### config.mk
export PLATFORM = sky130hd
export DESIGN_NAME = uart_rx_deserializer
export DESIGN_NICKNAME = d
export VERILOG_FILES = /design/src/rtl/uart_rx_deserializer.sv
export SDC_FILE = /design/constraint.sdc
export NUM_CORES = 1
export LEC_CHECK = 0
export ABC_CLOCK_PERIOD_IN_PS = 1760
export BUFFER_PORTS_ARGS = -buffer_cell sky130_fd_sc_hd__buf_2
export CAP_MARGIN = 20
export CORE_ASPECT_RATIO = 1.5
export CORE_MARGIN = 1
export CORE_UTILIZATION = 54
export DETAILED_ROUTE_END_ITERATION = 8
export GPL_ROUTABILITY_DRIVEN = 0
export PLACE_DENSITY = 0.75
export SLEW_MARGIN = 20
export SYNTH_ARGS = -nofsm -noshare
export SYNTH_HDL_FRONTEND = slang
export SYNTH_SLANG_ARGS = --single-unit
export TNS_END_PERCENT = 1
### constraint.sdc
create_clock -name clock -period 1.76 [get_ports clock]
set_input_delay 0.264 -clock clock [delete_from_list [all_inputs] [get_ports clock]]
set_output_delay 0.264 -clock clock [all_outputs]
set_load 0.01 [all_outputs]
### src/rtl/uart_rx_deserializer.sv
// UART receiver: 16x-oversampled frame of start, 8 data bits LSB-first, even parity, stop.
// Optional build macro UART_RX_MAJORITY_EN: 2-of-3 majority sampling at ticks 6/7/8.

module baud_controller (
    input  logic       clock,
    input  logic       reset,
    input  logic [2:0] baud_select,
    output logic       sample_enable
);
    logic [13:0] limit;
    logic [13:0] count;

    // Clocks per 16x sample tick at a 50 MHz system clock.
    always_comb begin
        case (baud_select)
            3'd0:    limit = 14'd10417;
            3'd1:    limit = 14'd2604;
            3'd2:    limit = 14'd651;
            3'd3:    limit = 14'd326;
            3'd4:    limit = 14'd163;
            3'd5:    limit = 14'd81;
            3'd6:    limit = 14'd54;
            default: limit = 14'd27;
        endcase
    end

    always_ff @(posedge clock or posedge reset) begin
        if (reset) begin
            count         <= '0;
            sample_enable <= 1'b0;
        end else if (count >= limit - 14'd1) begin
            count         <= '0;
            sample_enable <= 1'b1;
        end else begin
            count         <= count + 14'd1;
            sample_enable <= 1'b0;
        end
    end
endmodule

module uart_rx_deserializer #(
    parameter int DATA_W = 8,
    parameter int OVS    = 16,
    parameter int MID    = 7
) (
    input  logic              clock,
    input  logic              reset,
    input  logic [2:0]        baud_select,
    input  logic              RX_EN,
    input  logic              RxD,
    output logic [DATA_W-1:0] Rx_DATA,
    output logic              Rx_VALID,
    output logic              Rx_PERROR,
    output logic              Rx_FERROR
);
    typedef enum logic [2:0] {IDLE, START, DATA, PARITY, STOP} state_t;

    localparam logic [3:0] MID_TICK  = 4'(MID);
    localparam logic [3:0] LAST_TICK = 4'(OVS - 1);
    localparam logic [2:0] LAST_BIT  = 3'(DATA_W - 1);

    state_t            state;
    logic [3:0]        tick_cnt;
    logic [2:0]        bit_idx;
    logic [DATA_W-1:0] shift;
    logic [1:0]        rxd_sync;
    logic              rxd_s;
    logic              tick;
    logic              sample;
    logic              done;

    baud_controller u_baud (
        .clock         (clock),
        .reset         (reset),
        .baud_select   (baud_select),
        .sample_enable (tick)
    );

    always_ff @(posedge clock or posedge reset) begin
        if (reset) rxd_sync <= 2'b11;
        else       rxd_sync <= {rxd_sync[0], RxD};
    end
    assign rxd_s = rxd_sync[1];

`ifdef UART_RX_MAJORITY_EN
    localparam logic [3:0] ACT_TICK = MID_TICK + 4'd1;
    logic [1:0] early;

    // Holds the samples taken at the two ticks preceding the action tick.
    always_ff @(posedge clock or posedge reset) begin
        if (reset) begin
            early <= 2'b11;
        end else if (tick && state != IDLE &&
                     (tick_cnt == MID_TICK - 4'd1 || tick_cnt == MID_TICK)) begin
            early <= {early[0], rxd_s};
        end
    end
    assign sample = (early[1] & early[0]) | (early[1] & rxd_s) | (early[0] & rxd_s);
`else
    localparam logic [3:0] ACT_TICK = MID_TICK;
    assign sample = rxd_s;
`endif

    always_ff @(posedge clock or posedge reset) begin
        if (reset) begin
            state     <= IDLE;
            tick_cnt  <= '0;
            bit_idx   <= '0;
            shift     <= '0;
            done      <= 1'b0;
            Rx_DATA   <= '0;
            Rx_VALID  <= 1'b0;
            Rx_PERROR <= 1'b0;
            Rx_FERROR <= 1'b0;
        end else begin
            done     <= 1'b0;
            // Flags were written together with done, so they are current here.
            Rx_VALID <= done & ~Rx_PERROR & ~Rx_FERROR;
            if (!RX_EN && state != IDLE) begin
                state <= IDLE;
            end else if (tick) begin
                tick_cnt <= tick_cnt + 4'd1;
                case (state)
                    IDLE: begin
                        if (RX_EN && !rxd_s) begin
                            state     <= START;
                            tick_cnt  <= '0;
                            Rx_PERROR <= 1'b0;
                            Rx_FERROR <= 1'b0;
                        end
                    end
                    START: begin
                        if (tick_cnt == ACT_TICK && sample) begin
                            state <= IDLE;
                        end else if (tick_cnt == LAST_TICK) begin
                            state   <= DATA;
                            bit_idx <= '0;
                        end
                    end
                    DATA: begin
                        if (tick_cnt == ACT_TICK) shift[bit_idx] <= sample;
                        if (tick_cnt == LAST_TICK) begin
                            if (bit_idx == LAST_BIT) state <= PARITY;
                            else                     bit_idx <= bit_idx + 3'd1;
                        end
                    end
                    PARITY: begin
                        if (tick_cnt == ACT_TICK)  Rx_PERROR <= sample ^ (^shift);
                        if (tick_cnt == LAST_TICK) state <= STOP;
                    end
                    STOP: begin
                        // Leaving at mid-stop lets the next start edge be caught immediately.
                        if (tick_cnt == ACT_TICK) begin
                            Rx_FERROR <= ~sample;
                            Rx_DATA   <= shift;
                            done      <= 1'b1;
                            state     <= IDLE;
                        end
                    end
                    default: state <= IDLE;
                endcase
            end
        end
    end
endmodule

* Yosys cells after proc, flatten, opt, wreduce, memory -nomap -nowiden
Cells that the tools add are included.
** Storage, ports and cells
- Register bits after elaboration :: 47
- Output and inout port bits :: 11
** Cells by class
- Order comparisons :: 3
- Reduce and logical (&&, ||, !) cells :: 21
- Equality and inequality tests :: 26
- $add $sub $neg :: 4
- Bitwise operators :: 7
- Multiplexer cells :: 32
** Operator list (number)
- case mux 14 bit (7 select lines) :: 1
- 2-to-1 mux 3 bit :: 13
- equality test 3 bit, second input constant :: 5
- inequality test 3 bit, second input constant :: 5
- case mux 3 bit (5 select lines) :: 1
- adder 14 x 1 -> 14 bit, second input constant :: 1
- greater-or-equal comparator 14 bit :: 1
- 2-to-1 mux 14 bit :: 1
- inequality test 2 bit, second input constant :: 7
- AND reduction 7 bit :: 2
- subtractor 14 x 1 -> 14 bit, second input constant :: 1
- equality test 3 x 2 -> 1 bit, second input constant :: 4
- AND reduction 5 bit :: 2
- 2-to-1 mux 1 bit :: 9
- bitwise mux 8 bit :: 1
- 2-to-1 mux 4 bit :: 2
- AND reduction 4 bit :: 2
- nonzero test 2 bit :: 4
- XOR reduction 8 bit :: 1
- equality test 3 x 1 -> 1 bit, second input constant :: 2
- zero test 3 bit :: 2
- case mux 3 bit (2 select lines) :: 1
- adder 4 x 1 -> 4 bit, second input constant :: 1
- equality test 4 x 3 -> 1 bit, second input constant :: 1
- 14 further kinds :: 23

* Longest topological paths before layout
Gate-level depths: netlist of the first run.
- Depth in word-level cells :: 6
- Depth in mapped cells :: 12

* Modules after synthesis
A second synthesis of the first run with hierarchy kept.
** Unflattened totals
- Cells, all modules :: 277
- Area, all modules :: 2917.8 um^2
** By module, submodules not included
- uart_rx_deserializer :: instances 1, cells an instance 150, sequential area each 803.3 um^2, area an instance 1694.1 um^2
- baud_controller :: instances 1, cells an instance 127, sequential area each 375.4 um^2, area an instance 1223.7 um^2

* Worst setup path before layout of the first run
OpenSTA, ideal clock, no wires.
- Kind :: input -> register
- From :: input port baud_select[2]
- To :: register u_baud.count[10]
- Cell stages on the path :: 12
- Data arrival time :: 2.411 ns
- Setup slack :: -0.722 ns
- Path buffers :: 2
- Cells stage by stage :: clkbuf_1 -> nand2_1 -> mux2i_1 -> ha_1 -> a21o_1 -> a21oi_1 -> ha_1 -> a21o_1 -> a221oi_1 -> o221ai_1 -> buf_2 -> nor2_1
** On the way
- Longest elaborated chain between the ends :: 5
- Elaborated cells on any way between the ends :: 11
- Classes of those cells :: add/sub (1); order compare (1); eq/ne (6); mux (2); reduce/logical (1)
** Ends and longest elaborated chain
- from (decl) :: RTL line 48 : input logic [2:0] baud_select,
- equality test 3 bit (tied with other cells) :: RTL line 15 : case (baud_select)
- case mux 14 bit (7 select lines) * :: RTL line 15
- subtractor 14 x 1 -> 14 bit * :: RTL line 31 : end else if (count >= limit - 14'd1) begin
- greater-or-equal comparator 14 bit * :: RTL line 31
- 2-to-1 mux 14 bit * :: RTL line 31
- to (signal assigned) :: RTL line 35 : count <= count + 14'd1;
- to (decl) :: RTL line 11 : logic [13:0] count;
Every way passes the cells marked *; elsewhere a longest branch is shown, timed or not.
A chain may end at the register's enable or synchronous reset.

* Worst setup path after layout of the first run
- From :: register u_baud.count[11]
- To :: register u_baud.count[8]
** On the way
- Longest elaborated chain between the ends :: 2
** Ends and longest elaborated chain (RTL line)
- greater-or-equal comparator 14 bit :: 31
- 2-to-1 mux 14 bit :: 31
Every way passes these cells.

==> key figures, run 1 <==
Outcome
  – Status: finished with violations
  – Violations in the final reports: setup timing

Timing
  – RSZ-0062 raised after global routing: true
  – Setup tns final: -3.18 ns
  – Worst setup margin: -0.207 ns
  – Clock skew: 0.00464 ns
  – Final period utilization: 1.12
  – Hold Slack: 0.0597 ns
  – Final Critical Period: roughly 2 ns
  – Final hold viol count: 0
  – Setup violations, final: 21
  – Fin. max-slew vios: 0
  – Fmax: 508 MHz

Setup path
  – CP Capture Type: flip-flop
  – Worst EP arrival: between 2 and 2.5 ns
  – FF-to-FF End: u_baud.count[8]
  – R2R depth: 6
  – CP Data Required Time: 1.98 ns
  – Reg-to-reg startpoint: u_baud.count[11]
  – Crit Path Max Fanout: 8
  – Reg2reg setup slack: -0.21 ns
  – CP startpoint: u_baud.count[11]
  – Startpoint Class: flip-flop
  – CP Class: flip-flop to flip-flop
  – CP endpoint: u_baud.count[8]

Synthesis
  – Sequential share of the synthesized area: 0.431
  – Ys flop type: dfrtp_1
  – Post-Syn Area: 0.00273 mm^2
  – Synth area leaders: dfrtp_1 (41%), ha_1 (8.7%), mux2_2 (6.6%), xnor2_1 (4.2%), nor2_1 (3.7%)
  – Syn Area/Cell: ~10 um^2
  – Synth top area share: 0.412
  – Yosys top cell by area: dfrtp_1
  – Ys Warns: 0
  – Post-synth cell types: 50
  – Async S/R FF share, synth: 1.00
  – Post-synth EDFFs: 0
  – Yosys reg bits: 47
  – Post-Syn Instances: 272

Finish
  – Most common cell after layout, fill and taps aside: dfrtp_1
  – Area growth syn-to-layout: 29.3%
  – NumNets Final: between 300 and 400
  – Footprint of the multi-input gates: 0.00168 mm^2
  – Ant diodes: 0
  – Fraction of layout cells with a size suffix above 1: 0.374
  – Register area: about 0.0012 mm^2
  – Fillers: 333
  – Final Non-Filler Cells: 400
  – Most frequent cells in the layout: dfrtp_1 (44), buf_4 (40), nor2_1 (23)

Global route
  – Total gr overflow: 0
  – Total GRT Usage: 0.253
  – Largest net degree at the start of global routing: 29
  – First-pass GRT wire length: slightly above 10 mm
  – Initial antenna violation count: 0
  – Vias in the first global route: 2,306

Run
  – Max Cap Violations: 0

Detailed routing
  – Post-route DRC: 0
  – Drt wl/cell: 15.0 um
  – Detail Route Antenna Nets: 0
  – Vias per cell: between 5 and 6
  – Via Count: roughly 2,200
  – TritonRoute pass-1 iters: 4
  – Drt total wl: 5.99 mm
  – Initial DRC count: 83

Floorplan
  – # rows: 31
  – Die ar.: between 0.005 and 0.006 mm^2
  – Io pins: 18
  – Starting Density: 0.564
  – Core Region: 0.00485 mm^2
  – Die Y: about 90 um
  – Die Span X: roughly 60 um

Clock tree
  – CTS clk-pin slew, worst paths: approximately 0.09 ns
  – Max clock buf depth: 2
  – Clk_lat worst skew: 0.30 ns
  – TritonCTS buffer count: 5
  – CTS tree: yes
  – Root Driver: clkbuf_8
  – Clock sink count: 47
  – Max H-tree Level: 2

Power and ir drop
  – Power Density: 806 mW/mm^2
  – Lkg Pwr: around 0.0017 uW
  – Design Power: 2850 uW
  – Worst vdd ir: 0.000889 V

Worst hold path
  – Hold crit path type: primary input to flip-flop

Placement
  – Pre-CTS setup slack: -0.650 ns
  – # port buffers: 17
  – Cell count after placement: 388
  – Post-DP HPWL: ~4.3 mm
==> metal layers <==
| layer | vias to the layer above | GRT usage | part of all wire |
|---|---|---|---|
| met2 | 48 | 0.495 | 0.59 |
| met4 | 0 | 0.0994 | 0.018 |
| li1 | 1066 | - | - |
| met5 | - | 0 | 0 |
| met1 | 1045 | 0.262 | 0.37 |
| met3 | 9 | 0.0333 | 0.020 |
==> cell usage after synthesis (all sizes together) (2+ instances only) <==
cell type	number
nand4	7
inv	12
nand3b	2
and3	3
nand2b	7
a21o	7
or3	2
a21boi	2
o21ai	8
ha	19
nor3b	2
and2	3
nand3	7
clkbuf	4
nor2b	3
nor2	27
xnor2	13
nand2	24
or2	6
mux2	17
nor3	5
dfrtp	45
dfstp	2
mux2i	3
buf	4
o21a	2
xor2	10
a21oi	10
==> registers in the layout, indices dropped and copies added, names as in the netlist <==
register / count
rxd_sync: 2
tick_cnt: 4
Rx_DATA: 8
state: 3
shift: 8
Rx_PERROR: 1
u_baud.count: 14
done: 1
Rx_VALID: 1
u_baud.sample_enable: 1
Rx_FERROR: 1
bit_idx: 3
==> how the worst min path moves through the flow <==
stage | startpoint | endpoint | slack (ns) | cells past startpoint
after floorplan | RxD | rxd_sync[0] | 0.27 | 0
after global placement | reset | tick_cnt[3] | 0.28 | 2
after detailed placement | reset | tick_cnt[3] | 0.29 | 2
after CTS | RxD | rxd_sync[0] | 0.05 | 1
after global routing | RxD | rxd_sync[0] | 0.04 | 1
final | RxD | rxd_sync[0] | 0.06 | 1
==> final cells by class <==
type | count | share of cell area
Timing Repair Buffer | 60 | 0.127
Multi-Input combinational cell | 207 | 0.475
Clock inverter | 1 | 0.00248
Sequential cell | 47 | 0.334
Tap cell | 66 | 0.0234
Clock buffer | 7 | 0.0244
Inverter | 12 | 0.0142
==> where the power goes <==
part	total [uW]	switching [uW]	internal, uW	leakage, uW
registers	1320	121	1200	0.000625
clock network	693	370	323	0.0000484
logic	832	429	403	0.00101
==> cell families (layout without fill, tap and decap cells) <==
family	after synthesis	after routing	share of synthesized area
AND/OR/NAND/NOR	104	104	0.200
flip-flops	47	47	0.431
AO/OA/AOI/OAI	38	39	0.0943
XOR/XNOR	23	23	0.0737
multiplexers	20	20	0.0810
buffers and inverters	20	80	0.0316
adder cells (fa/ha/maj)	19	19	0.0870
other	1	2	0.00137
==> repair_timing <==
item	in CTS	in global routing
gates cloned	1	0
hold buffers	1	0
gates resized for setup	23	8
endpoints found under the hold margin	17	0
setup endpoints to repair	29	37
pin swaps	12	10
setup buffers	2	0
==> worst max-delay path: stages, from the launching register on <==
cell	delay [ns]
dfrtp_1	0.44
ha_4	0.26
a21o_1	0.17
a21o_1	0.20
a221oi_4	0.42
o221ai_4	0.24
nor2_1	0.16
==> stage by stage <==
stage / utilization / cell area, um^2
6_report: 0.729 / 3530
5_1_grt: 0.729 / 3530
4_1_cts: 0.724 / 3510
3_5_place_dp: 0.673 / 3260
3_3_place_gp: 0.673 / 3260
2_1_floorplan: - / 2870
(Power assumes the default switching activity.)
==> run 2, diff against run 1 <==
--- a/config.mk
+++ b/config.mk
@@ -13,7 +13,7 @@
 export CORE_UTILIZATION = 54
 export DETAILED_ROUTE_END_ITERATION = 8
 export GPL_ROUTABILITY_DRIVEN = 0
-export PLACE_DENSITY = 0.75
+export PLACE_DENSITY = 0.79
 export SLEW_MARGIN = 20
 export SYNTH_ARGS = -nofsm -noshare
 export SYNTH_HDL_FRONTEND = slang
==> key figures, run 2 (synthesis results as in run 1) <==
Outcome
  – Status: finished with violations
  – Violations in the final reports: setup timing

Power and ir drop
  – Design Power: 2860 uW
  – Power Density: 818 mW/mm^2
  – Worst vdd ir: 0.000592 V
  – Lkg Pwr: 0.00166 uW

Detailed routing
  – Post-route DRC: 0
  – Detail Route Antenna Nets: 0
  – Vias per cell: 5.52
  – Initial DRC count: 99
  – TritonRoute pass-1 iters: 4
  – Drt wl/cell: 14.1 um
  – Via Count: roughly 2,200
  – Drt total wl: 5.56 mm

Global route
  – Total gr overflow: 0
  – M1 GR Usage: 0.243
  – Met2 global-route usage: 0.426
  – Vias in the first global route: 2,179
  – First-pass GRT wire length: 9.24 mm
  – Initial antenna violation count: 0
  – Busiest grt layer: met2
  – Largest net degree at the start of global routing: 48
  – Total GRT Usage: 0.231
  – Grt met3 use: 0.0376

Timing
  – Fin. max-slew vios: 0
  – Worst Max-Slew Pin Slew: 0.572 ns
  – Final period utilization: 1.08
  – Max-slew headroom: 0.619
  – Final Critical Period: 1.89 ns
  – Fmax: 528 MHz
  – Hold Slack: 0.0675 ns
  – Setup violations, final: 26
  – RSZ-0062 raised after global routing: true
  – Worst setup margin: -0.133 ns
  – Final hold viol count: 0
  – Clock skew: 0.00647 ns

Floorplan
  – Starting Density: 0.564
  – Die Y: 89.1 um
  – Die ar.: approximately 0.0054 mm^2
  – # rows: 31
  – Die Span X: 60.1 um
  – Io pins: 18
  – Core Region: 0.00485 mm^2

Finish
  – Register area: 0.00118 mm^2
  – Fillers: 325
  – NumNets Final: between 300 and 400
  – Area growth syn-to-layout: 28.0%
  – Footprint of the multi-input gates: about 0.0017 mm^2
  – Max FFs per register: 14
  – Most frequent cells in the layout: dfrtp_1 (43), buf_4 (39), nand2_1 (22)
  – Fraction of layout cells with a size suffix above 1: 0.398
  – Biggest regs: u_baud.count (14), Rx_DATA (8), shift (8)
  – Most flop-heavy register: u_baud.count
  – Ant diodes: 0
  – Final Non-Filler Cells: roughly 400
  – Most common cell after layout, fill and taps aside: dfrtp_1

Worst hold path
  – Hold wc startpoint: RxD
  – Hold crit path type: primary input to flip-flop

Setup path
  – Reg-to-reg startpoint: tick_cnt[0]
  – CP startpoint: tick_cnt[0]
  – CP Class: flip-flop to flip-flop
  – CP Capture Type: flip-flop
  – Crit Path Max Fanout: 4
  – CP Data Required Time: 1.95 ns
  – Startpoint Class: flip-flop
  – Worst EP arrival: 2.08 ns

Clock tree
  – Root Driver: clkbuf_8
  – TritonCTS buffer count: 5
  – CTS tree: yes
  – Hold Buf Count CTS: 0
  – Max clock buf depth: 2
  – Clk_lat worst skew: 0.30 ns
  – Clock sink count: 47
  – CTS clk-pin slew, worst paths: 0.08 ns
  – Max H-tree Level: 2

Placement
  – Cell count after placement: 386
  – Post-DP HPWL: 4.08 mm
  – # port buffers: 17

Run
  – Max Cap Violations: 0
==> run 2: changes by cell type in the layout (fill, tap and decap cells not counted), sizes merged <==
cell,delta
buf,-3
clkinv,+1
dlygate4sd3,-1
inv,-1
o221ai,-1
==> run 2: area by class of cell <==
class                      instances  share of cell area
clock inverter                     1             0.00250
tap                               66              0.0236
clock buffer                       7              0.0247
sequential                        47               0.338
multi-input combinational        206               0.477
timing repair buffer              56               0.118
inverter                          12              0.0165
==> run 2: worst max-delay path, stage by stage, from the launching register on <==
cell      delay (ns)
dfrtp_1         0.36
ha_2            0.18
nand3b_1        0.12
or4_4           0.59
nor3b_4         0.23
mux2_4          0.31
==> run 2: worst paths after layout <==
path | depth (start not counted) | to | slack [ns]
max in group asynchronous | 3 | state[2] | 1.24
min | 1 | rxd_sync[0] | 0.07
max reg2reg | 5 | shift[3] | -0.13
max | 5 | shift[3] | -0.13
min in group asynchronous | 3 | tick_cnt[3] | 0.10
min reg2reg | 0 | rxd_sync[1] | 0.36
==> run 2: report_power, final <==
part           internal, uW  leakage, uW  switching [uW]
clock network           322    0.0000484             352
logic                   433     0.000987             450
registers              1200     0.000624             101
==> run 2: layer usage <==
metal,vias up,part of all wire,wire (um)
met1,1074,0.38,2110
met5,-,0,0
met3,15,0.021,118
li1,1053,-,-
met2,39,0.57,3170
met4,0,0.029,163
==> run 2: what timing repair did <==
action,4_1_cts,5_1_grt
setup endpoints to repair,24,37
gates cloned,0,0
pin swaps,12,2
buffers inserted,1,0
gates resized for setup,17,28
==> run 2: metrics by stage <==
stage                     setup WS, ns  TNS [ns]  utilization  area (um^2)
final                           -0.133    -0.939        0.721         3500
after global routing            -0.172     -2.50        0.721         3500
after global placement          -0.378     -5.98        0.670         3250
after CTS                       -0.122    -0.739        0.704         3410
after detailed placement        -0.451     -7.02        0.670         3250
after floorplan                 -0.274     -3.61            -         2870
==> run 3, diff against run 2 <==
--- a/config.mk
+++ b/config.mk
@@ -10,10 +10,10 @@
 export CAP_MARGIN = 20
 export CORE_ASPECT_RATIO = 1.5
 export CORE_MARGIN = 1
-export CORE_UTILIZATION = 54
+export CORE_UTILIZATION = 23
 export DETAILED_ROUTE_END_ITERATION = 8
 export GPL_ROUTABILITY_DRIVEN = 0
-export PLACE_DENSITY = 0.79
+export PLACE_DENSITY = 0.43
 export SLEW_MARGIN = 20
 export SYNTH_ARGS = -nofsm -noshare
 export SYNTH_HDL_FRONTEND = slang
==> key figures, run 3 (synthesis results as in run 1) <==
Global route
  – Initial antenna violation count: 0
  – Vias in the first global route: 2,172
  – Total GRT Usage: 0.105
  – Largest net degree at the start of global routing: 28
  – Total gr overflow: 0
  – First-pass GRT wire length: 10.1 mm

Timing
  – Hold Slack: -0.00702 ns
  – Setup tns final: -0.986 ns
  – Setup violations, final: 21
  – RSZ-0062 raised after global routing: true
  – Fmax: 532 MHz
  – Final Critical Period: 1.88 ns
  – Fin. max-slew vios: 0
  – Clock skew: 0.00745 ns
  – Final hold viol count: 15
  – Worst setup margin: -0.120 ns
  – Final period utilization: 1.07

Finish
  – Biggest regs: u_baud.count (14), Rx_DATA (8), shift (8)
  – Ant diodes: 0
  – Fraction of layout cells with a size suffix above 1: 0.369
  – NumNets Final: 356
  – Non-Filler Cell Area, Final: 0.00365 mm^2
  – Most frequent cells in the layout: dfrtp_1 (45), buf_4 (39), nand2_1 (23)
  – Most flop-heavy register: u_baud.count
  – Area growth syn-to-layout: 33.7%
  – Max FFs per register: 14
  – Most common cell after layout, fill and taps aside: dfrtp_1

Detailed routing
  – Initial DRC count: 25
  – Drt total wl: just under 6 mm
  – Drt wl/cell: roughly 12 um
  – Vias per cell: around 4.3
  – Post-route DRC: 0
  – Via Count: 2,077
  – TritonRoute pass-1 iters: 6
  – Detail Route Antenna Nets: 0

Setup path
  – Worst EP arrival: 2.06 ns
  – CP max-delay cell: or4_4
  – Reg2reg setup slack: -0.12 ns
  – CP Cell Sequence: ha_2 > nand3b_1 > or4_4 > nor3b_2 > mux2_1
  – CP Class: flip-flop to flip-flop
  – CP endpoint: shift[3]
  – CP startpoint: tick_cnt[0]
  – Crit Path Max Fanout: 4
  – Reg-to-reg startpoint: tick_cnt[0]
  – R2R depth: 5
  – Startpoint Class: flip-flop
  – Critical path's top delay family: simple AND/OR/NAND/NOR gates
  – FF-to-FF End: shift[3]
  – Crit-path max cell delay: roughly 0.58 ns
  – Bufs and invs on worst path: 0
  – CP Capture Type: flip-flop
  – Crit. path cell count: 5
  – CP Data Required Time: 1.94 ns

Clock tree
  – Clock sink count: 47
  – Root Driver: clkbuf_16
  – Clk_lat worst skew: 0.29 ns
  – TritonCTS buffer count: 5
  – Setup bufs post-CTS: 0
  – Max clock buf depth: 2
  – Hold Buf Count CTS: 0
  – CTS tree: yes
  – CTS clk-pin slew, worst paths: 0.07 ns
  – Max H-tree Level: 2

Worst hold path
  – Hold crit path type: primary input to asynchronous set/reset pin

Outcome
  – Status: finished with violations
  – Violations in the final reports: hold timing, setup timing

Power and ir drop
  – Power Density: 893 mW/mm^2
  – Switching fraction of total power: 0.293
  – Combinational Power Share: 0.258
  – P_int: 2310 uW
  – Lkg Pwr: 0.00169 uW
  – Worst vdd ir: 0.000591 V
  – Sequential share of power: 0.400
  – Clk pwr share: 0.342
  – Psw: 955 uW

Placement
  – # port buffers: 17
  – Placed instance area: between 0.003 and 0.004 mm^2
  – Post-DP HPWL: 4.72 mm
  – Pre-CTS setup slack: -0.432 ns

Floorplan
  – Die ar.: 0.0123 mm^2
  – Die Y: ~140 um
  – Die Span X: between 90 and 100 um
  – Io pins: 18
  – Core Region: ~0.012 mm^2
  – # rows: 48
  – Starting Density: 0.237

Run
  – Max Cap Violations: 0
## run 3: cell count changes in the layout (fill, tap and decap cells not counted), moves of 5 or more
| cell | delta |
|---|---|
| clkbuf_8 | -6 |
| clkbuf_16 | +5 |
| nor2_2 | -8 |
| nor2_1 | +8 |
## run 3: worst min-delay path by stage
stage | startpoint | to | depth (start not counted)
2_1_floorplan | RxD | rxd_sync[0] | 0
3_3_place_gp | reset | state[1] | 2
3_5_place_dp | reset | state[1] | 2
4_1_cts | reset | done | 2
5_1_grt | reset | done | 2
6_report | reset | done | 2
## run 3: metal layers
| metal | vias up | part of all wire | GRT usage |
|---|---|---|---|
| li1 | 1050 | - | - |
| met1 | 1003 | 0.40 | 0.104 |
| met2 | 17 | 0.57 | 0.210 |
| met3 | 7 | 0.020 | 0.0202 |
| met4 | 0 | 0.017 | 0.0397 |
| met5 | - | 0 | 0 |
## run 3: layout make-up
class | count | area (um^2)
tap | 150 | 188
inverter | 12 | 47.5
fill | 1248 | 7880
sequential | 47 | 1180
timing repair buffer | 58 | 433
multi-input combinational | 206 | 1640
clock inverter | 3 | 46.3
clock buffer | 5 | 125
## run 3: power groups by stage
stage | logic, uW | registers (uW) | clock network [uW]
4_1_cts | 857 | 1310 | 1150
3_3_place_gp | 813 | 1320 | 0
2_1_floorplan | 488 | 1330 | 0
6_report | 842 | 1300 | 1120
3_5_place_dp | 838 | 1330 | 0
5_1_grt | 971 | 1320 | 1190
## run 3: timing repair
item	CTS	global route
gates resized for setup	13	11
pin swaps	6	3
setup endpoints to repair	30	37
## run 3: through the flow
step           hold WS, ns  power, uW   util  std cells
2_1_floorplan        0.268       1820      -        273
3_3_place_gp         0.315       2140  0.294        473
3_5_place_dp         0.322       2160  0.294        473
4_1_cts            0.00329       3320  0.314        481
5_1_grt             0.0293       3490  0.317        481
6_report          -0.00702       3260  0.317        481
